==> src/rtl/uart_rx_cfg.sv <==
// uart_rx_cfg: oversampling UART receiver with configurable width, parity, stop bits and valid/ready output
module uart_rx_cfg #(
  parameter int CLOCK_FREQ = 38400000,
  parameter int BAUD_RATE  = 9600,
  parameter int OVERSAMPLE = 16,
  parameter int DATA_BITS  = 8,
  parameter int PARITY     = 0,
  parameter int STOP_BITS  = 1
) (
  input  logic                 clk,
  input  logic                 rst,
  input  logic                 rx,
  input  logic                 soft_reset,
  output logic [DATA_BITS-1:0] data,
  output logic                 valid,
  input  logic                 ready,
  output logic                 parity_err,
  output logic                 frame_err,
  output logic                 overrun,
  output logic                 break_det,
  output logic                 busy
);
  localparam int DIV = (CLOCK_FREQ + BAUD_RATE * OVERSAMPLE / 2) / (BAUD_RATE * OVERSAMPLE);
  localparam int DW = $clog2(DIV) < 1 ? 1 : $clog2(DIV);
  localparam int TW = $clog2(OVERSAMPLE);
  localparam int CW = $clog2(DATA_BITS);
  localparam logic [DW-1:0] DIV_M1 = DW'(DIV - 1);
  localparam logic [TW-1:0] T_LO = TW'(OVERSAMPLE / 2 - 1);
  localparam logic [TW-1:0] T_MID = TW'(OVERSAMPLE / 2);
  localparam logic [TW-1:0] T_HI = TW'(OVERSAMPLE / 2 + 1);
  localparam logic [TW-1:0] T_END = TW'(OVERSAMPLE - 1);
  localparam logic [CW-1:0] D_LAST = CW'(DATA_BITS - 1);
  localparam logic [CW-1:0] S_LAST = CW'(STOP_BITS - 1);

  typedef enum logic [2:0] {IDLE, START, DATA, PAR, STOP, WAIT_HIGH} state_t;

  state_t                 state, state_n;
  logic                   rx_s1, rx_q;
  logic [DW-1:0]          div_cnt;
  logic [TW-1:0]          tick_idx;
  logic [1:0]             samp;
  logic [CW-1:0]          cnt;
  logic [DATA_BITS-1:0]   shreg;
  logic                   par_bit, ferr, stop0;
  logic                   tick, vote_tick, bit_end, vote;
  logic                   complete, brk, par_x, pe, fe;

  assign tick      = div_cnt == DIV_M1;
  assign vote_tick = tick && tick_idx == T_HI;
  assign bit_end   = tick && tick_idx == T_END;
  assign vote      = (samp[0] & samp[1]) | (samp[0] & rx_q) | (samp[1] & rx_q);
  assign complete  = state == STOP && vote_tick && cnt == S_LAST;
  assign brk       = shreg == '0 && (PARITY == 0 || !par_bit) && (cnt == '0 ? !vote : stop0);
  assign par_x     = ^shreg ^ par_bit;
  assign pe        = PARITY == 1 ? !par_x : PARITY == 2 ? par_x : 1'b0;
  assign fe        = ferr | !vote;
  assign busy      = state != IDLE;

  // Two-flop synchroniser on the line, idling high
  always_ff @(posedge clk or posedge rst)
    if (rst) {rx_q, rx_s1} <= 2'b11;
    else {rx_q, rx_s1} <= soft_reset ? 2'b11 : {rx_s1, rx};

  // Tick divider and in-bit tick index, held at zero in IDLE so bit timing starts at the start edge
  always_ff @(posedge clk or posedge rst)
    if (rst) begin
      div_cnt  <= '0;
      tick_idx <= '0;
    end else if (soft_reset || state == IDLE) begin
      div_cnt  <= '0;
      tick_idx <= '0;
    end else if (tick) begin
      div_cnt  <= '0;
      tick_idx <= tick_idx == T_END ? '0 : tick_idx + 1'b1;
    end else div_cnt <= div_cnt + 1'b1;

  // State register
  always_ff @(posedge clk or posedge rst)
    if (rst) state <= IDLE;
    else state <= soft_reset ? IDLE : state_n;

  // Next-state logic; a frame completes at the last stop-bit vote, not at its bit end
  always_comb begin
    state_n = state;
    case (state)
      IDLE:      state_n = !rx_q ? START : IDLE;
      START:     state_n = vote_tick && vote ? IDLE : bit_end ? DATA : START;
      DATA:      state_n = bit_end && cnt == D_LAST ? (PARITY != 0 ? PAR : STOP) : DATA;
      PAR:       state_n = bit_end ? STOP : PAR;
      STOP:      state_n = complete ? (brk ? WAIT_HIGH : IDLE) : STOP;
      WAIT_HIGH: state_n = rx_q ? IDLE : WAIT_HIGH;
      default:   state_n = IDLE;
    endcase
  end

  // Sample capture, bit counting, data shift and per-frame parity/stop bookkeeping
  always_ff @(posedge clk or posedge rst)
    if (rst) begin
      samp    <= '0;
      cnt     <= '0;
      shreg   <= '0;
      par_bit <= 1'b0;
      ferr    <= 1'b0;
      stop0   <= 1'b0;
    end else begin
      if (tick && tick_idx == T_LO) samp[0] <= rx_q;
      if (tick && tick_idx == T_MID) samp[1] <= rx_q;
      cnt <= state != DATA && state != STOP ? '0 :
             bit_end ? (state == DATA && cnt == D_LAST ? '0 : cnt + 1'b1) : cnt;
      if (state == DATA && vote_tick) shreg <= {vote, shreg[DATA_BITS-1:1]};
      if (state == PAR && vote_tick) par_bit <= vote;
      if (state == START) ferr <= 1'b0;
      else if (state == STOP && vote_tick && !vote) ferr <= 1'b1;
      if (state == STOP && vote_tick && cnt == '0) stop0 <= !vote;
    end

  // Output word and flags on valid/ready; a completion while stalled is dropped and flagged as overrun
  always_ff @(posedge clk or posedge rst)
    if (rst) begin
      valid      <= 1'b0;
      data       <= '0;
      parity_err <= 1'b0;
      frame_err  <= 1'b0;
      overrun    <= 1'b0;
      break_det  <= 1'b0;
    end else if (soft_reset) begin
      valid      <= 1'b0;
      data       <= '0;
      parity_err <= 1'b0;
      frame_err  <= 1'b0;
      overrun    <= 1'b0;
      break_det  <= 1'b0;
    end else begin
      break_det <= complete && brk;
      if (complete && !brk && valid && !ready) overrun <= 1'b1;
      else if (complete && !brk) begin
        valid      <= 1'b1;
        data       <= shreg;
        parity_err <= pe;
        frame_err  <= fe;
      end else if (valid && ready) valid <= 1'b0;
    end
endmodule

==> config.mk <==
export PLATFORM = sky130hd
export DESIGN_NAME = uart_rx_cfg
export DESIGN_NICKNAME = d
export VERILOG_FILES = /design/src/rtl/uart_rx_cfg.sv
export SDC_FILE = /design/constraint.sdc
export NUM_CORES = 1
export LEC_CHECK = 0
export BUFFER_PORTS_ARGS = -buffer_cell sky130_fd_sc_hd__buf_2
export CAP_MARGIN = 20
export CELL_PAD_IN_SITES_DETAIL_PLACEMENT = 1
export CELL_PAD_IN_SITES_GLOBAL_PLACEMENT = 1
export CORE_MARGIN = 4
export CORE_UTILIZATION = 50
export DETAILED_ROUTE_END_ITERATION = 16
export PLACE_DENSITY_LB_ADDON = 0.1
export REMOVE_ABC_BUFFERS = 1
export SLEW_MARGIN = 5
export SYNTH_ARGS = -nofsm -noshare
export SYNTH_HDL_FRONTEND = slang
export SYNTH_SLANG_ARGS = --single-unit
==> constraint.sdc <==
create_clock -name clk -period 3.1 [get_ports clk]
set_input_delay 0.155 -clock clk [delete_from_list [all_inputs] [get_ports clk]]
set_output_delay 0.155 -clock clk [all_outputs]
set_load 0.05 [all_outputs]
# After elaboration in Yosys (flattened, before gate mapping)
# Cells that the tools add are included.
# classes
addsub	3
n_eq_ne	14
n_mux	38
n_bitwise	6
n_reduce_logical	34
# ops
operator	count
8-bit 2-to-1 mux	5
3-bit 2-to-1 mux	9
1-bit logical AND	18
3-bit case mux with 6 select lines	1
1-bit 2-to-1 mux	17
4-bit == test, second input constant	3
4-bit 2-to-1 mux	3
2-bit nonzero test	5
3-bit == test, second input constant	3
8-bit by 1-bit adder with 8-bit output, second input constant	1
8-bit == test, second input constant	1
8-bit zero test	1
3-bit by 2-bit == test with 1-bit output, second input constant	2
3-bit zero test	2
2-bit 2-to-1 mux	3
3-bit nonzero test	2
4-bit by 1-bit adder with 4-bit output, second input constant	1
4-bit by 3-bit == test with 1-bit output, second input constant	1
2-bit AND reduction	2
3-bit by 1-bit adder with 3-bit output, second input constant	1
1-bit AND	3
3-bit by 1-bit == test with 1-bit output, second input constant	1
1-bit zero test	3
3-bit by 2-bit != test with 1-bit output, second input constant	1
4 further kinds	6
# totals
regBits	45
input_bits	5
output_inout_bits	14
wordCells	112

# Longest topological paths before layout
# depth
ltp_word	12
mapped_depth	8
mapped_depth_nobuf	6

# Worst setup path before layout
# OpenSTA, ideal clock, no wires.
# synth_path
path_type	flip-flop to flip-flop
startpoint	register state[0]
endpoint	register div_cnt[2]
setup_time_ns	0.128
arrival_time_ns	1.710
required_ns	2.972
path_slack_ns	1.262
stages_incl_launch_ff	7
n_path_buf	2
synth_period_minus_slack_ns	1.838
path_cell_list	dfrtp_1 buf_2 or3_1 nand2b_1 nand2b_1 clkbuf_1 nor2_1
# synth_via
elab_chain_len	3
# synth_rtl
element	line	text
from (decl)	37	state_t state, state_n;
from (signal assigned)	80	else state <= soft_reset ? IDLE : state_n;
3-bit zero test	69	end else if (soft_reset || state == IDLE) begin
1-bit logical OR	69	
8-bit 2-to-1 mux	69	
to (signal assigned)	75	end else div_cnt <= div_cnt + 1'b1;
to (decl)	39	logic [DW-1:0] div_cnt;
# Every way passes these cells.
# A chain may end at the register's enable or synchronous reset.

# Worst setup path in the final report
# layout_path
startpoint	register div_cnt[1]
endpoint	register shreg[6]
# layout_via
elab_chain_len	3
# layout_rtl
element	line	text
8-bit == test	48	assign tick = div_cnt == DIV_M1;
1-bit logical AND	49	assign vote_tick = tick && tick_idx == T_HI;
1-bit logical AND	110	if (state == DATA && vote_tick) shreg <= {vote, shreg[DATA_BITS-1:1]};
to (signal assigned)	110	
to (decl)	43	logic [DATA_BITS-1:0] shreg;
# Every way passes these cells.

==> impl_metrics.ini <==
[cells_and_area]
final_cells = 287
diodes = 0
syn_to_final_growth_pct = 9.59
layout_commonest_cell = dfrtp_1
n_fill_cell = 485
layout-drive-gt1-share = 0.204
layout_common_cells = dfrtp_1 (42), nand2b_1 (20), buf_2 (17)
final_nets = 247

[grt]
antenna_found_initial = 0
grt_pass1_wl_um = 8490
grt_overflow = 0
grt_pass1_vias = 1750
grt_max_degree = 45
grt_use_total = 0.177

[placement]
placed_cells = 279
dpl.hpwl_um = 3480
routabilityCongestion = 0.877
port_buffers = 17

[route]
drc = 0
antenna_left = 0
first_iter_violations = 96
dr.pass1.iters = 4
wl_um = 4790
wl_per_cell_um = 16.7
via_per_inst = 5.63
num_vias = 1615

[logic_synthesis]
syn_area_mm2 = 0.00231
ys_ff_latch = 44
avgSynthCellArea_um2 = 10.5
async_flop_share = 1.00
syn_inst = 220
yosysSeqAreaShare = 0.478
synth-edff-count = 0
ys.flop_type = dfrtp_1
ys_types = 51
yosysWarningCount = 0

[run_status]
outcome = finished, violations left
violations = negative hold slack

[sta]
finalMaxSlewViolations = 0
grt_setup_unrepaired = no
min_period_over_period = 0.663
final.min_clock_period_ns = 2.05
hold_viol_final = 13
fin_hold_ws_ns = -0.0136
setup_viol = 0
finalSetupTns_ns = 0
fmax_mhz = 487
max_slew_margin = 0.638
tightest_slew_ns = 0.543
skew_ns = 0.00759

[power]
p_int_uw = 851
p_per_area_mw_per_mm2 = 429
p_switching_uw = 235
leakagePower_nw = 1.17
vdd_drop_max_v = 0.000259
swShare = 0.217
p_seq_frac = 0.534
pwr-share-clk = 0.428
comb_power_share = 0.038

[setup_path]
cp_slowest_cell = dfrtp_1
worstSetupPathType = reg -> reg
crit_arrival_ns = 2.24
path_max_fanout = 8
max_stage_delay_ns = 0.42
worst_setup_path_end_kind = flip-flop
required_ns = 3.29
worstPathCellList = inv_1 -> ha_1 -> and4b_1 -> nand4_2 -> nor3_4 -> mux2_2
cp-start-kind = flip-flop

[job]
drv_cap = 0

[clock_network]
cts_root_buffer = clkbuf_8
hold_buffers = 0
cts_resized = 0
path_clk_slew_ns = 0.09
cts_tree = yes
cts_max_level = 2
cts_buffers = 5
insertion_delay_ns = 0.30
clock-sinks = 44
clockBufferDepth = 2
post_cts_buffers = 0

[floorplan]
row_count = 24
ioPinCount = 19
die_x_um = 76.0
die-height_um = 76.0
die_area_mm2 = 0.00577
coreArea_mm2 = 0.00441
start_util = 0.523

[worst_hold_path]
worst_hold_path_type = in -> async
## worst max-delay path, delay by kind of cell, from the launching register on
kind,cells,cell delay [ns]
fa+ha+maj,1,0.14
buf+inv,1,0.07
flops,1,0.42
mux,1,0.39
simple gates,3,0.92
## cell usage after synthesis (2+ instances only)
master,count,share of area
inv_1,11,0.018
and4_1,2,0.0076
ha_1,8,0.043
xnor2_1,3,0.011
mux2i_1,9,0.039
nor2b_1,3,0.0081
nand4_1,2,0.0054
mux2_2,10,0.049
a21o_1,2,0.0065
buf_2,3,0.0065
or2_2,3,0.0081
nand2_1,12,0.020
xor2_1,7,0.027
o31ai_1,2,0.0065
and2_1,2,0.0054
nor2_1,16,0.026
and3_1,3,0.0081
o21ai_0,5,0.011
clkbuf_1,5,0.0081
a21oi_1,6,0.013
nor3b_1,2,0.0065
nand2b_1,20,0.054
dfstp_2,2,0.023
dfrtp_1,42,0.46
nor3_1,3,0.0065
buf_4,2,0.0065
nor3_4,2,0.014
nand3_1,10,0.022
## cell families (layout without fill, tap and decap cells)
| kind of cell | after synthesis | in the layout | share of synthesized area |
|---|---|---|---|
| AO/OA/AOI/OAI | 25 | 25 | 0.0731 |
| other | 1 | 1 | 0.00162 |
| multiplexers | 20 | 20 | 0.0943 |
| AND/OR/NAND/NOR | 88 | 88 | 0.222 |
| flip-flops | 44 | 44 | 0.478 |
| XOR/XNOR | 10 | 10 | 0.0379 |
| buffers and inverters | 23 | 38 | 0.0460 |
| adder cells (fa/ha/maj) | 9 | 9 | 0.0477 |
## power groups by stage
stage | logic, mW | registers [mW] | clock network (mW)
after floorplan | 0.0272 | 0.591 | 0
after global routing | 0.0460 | 0.581 | 0.500
final | 0.0410 | 0.581 | 0.465
after detailed placement | 0.0414 | 0.592 | 0
after CTS | 0.0419 | 0.581 | 0.478
after global placement | 0.0405 | 0.592 | 0
## per-stage QoR
| step | hold slack, ns | util | power (mW) | setup WS (ns) | instance area, um^2 |
|---|---|---|---|---|---|
| global route | 0.0464 | 0.573 | 1.13 | 0.915 | 2530 |
| detailed placement | 0.336 | 0.546 | 0.634 | 1.07 | 2410 |
| finish | -0.0136 | 0.573 | 1.09 | 1.05 | 2530 |
| global placement | 0.310 | 0.546 | 0.632 | 1.17 | 2410 |
| floorplan | 0.218 | - | 0.618 | 0.970 | 2240 |
| CTS | 0.00796 | 0.573 | 1.10 | 1.05 | 2530 |
## state kept, by name, summed over array words and instances (netlist names)
signal and cells:
data 8, div_cnt 8, shreg 8, tick_idx 4, cnt 3, state 3
samp 2, break_det 1, ferr 1, frame_err 1, overrun 1, rx_q 1
rx_s1 1, stop0 1, valid 1
## final timing paths
path,cells after the start,from,to,slack (ns)
max in group asynchronous,3,rst,shreg[7],2.74
min in group clk,2,rx,rx_s1,0.05
worst min-delay path,3,rst,div_cnt[5],-0.01
worst min register to register,2,overrun,overrun,0.50
worst max-delay path,6,div_cnt[1],shreg[6],1.05
worst max register to register,6,div_cnt[1],shreg[6],1.05
## area by class of cell
type	instances	area (um^2)	area share
Clock inverter	2	38.8	0.0153
Timing Repair Buffer	19	100	0.0395
Inverter	11	41.3	0.0163
Tap cell	52	65.1	0.0257
Sequential cell	44	1100	0.436
Multi-Input combinational cell	153	1100	0.435
Clock buffer	6	82.6	0.0326
## per-layer routing
layer | global-route usage | vias up | wire length (um)
met5 | 0 | - | 0
met4 | 0.0374 | 0 | 31
met3 | 0.0403 | 4 | 199
met2 | 0.301 | 30 | 2430
met1 | 0.229 | 805 | 2130
li1 | - | 776 | -
(Power assumes the default switching activity.)
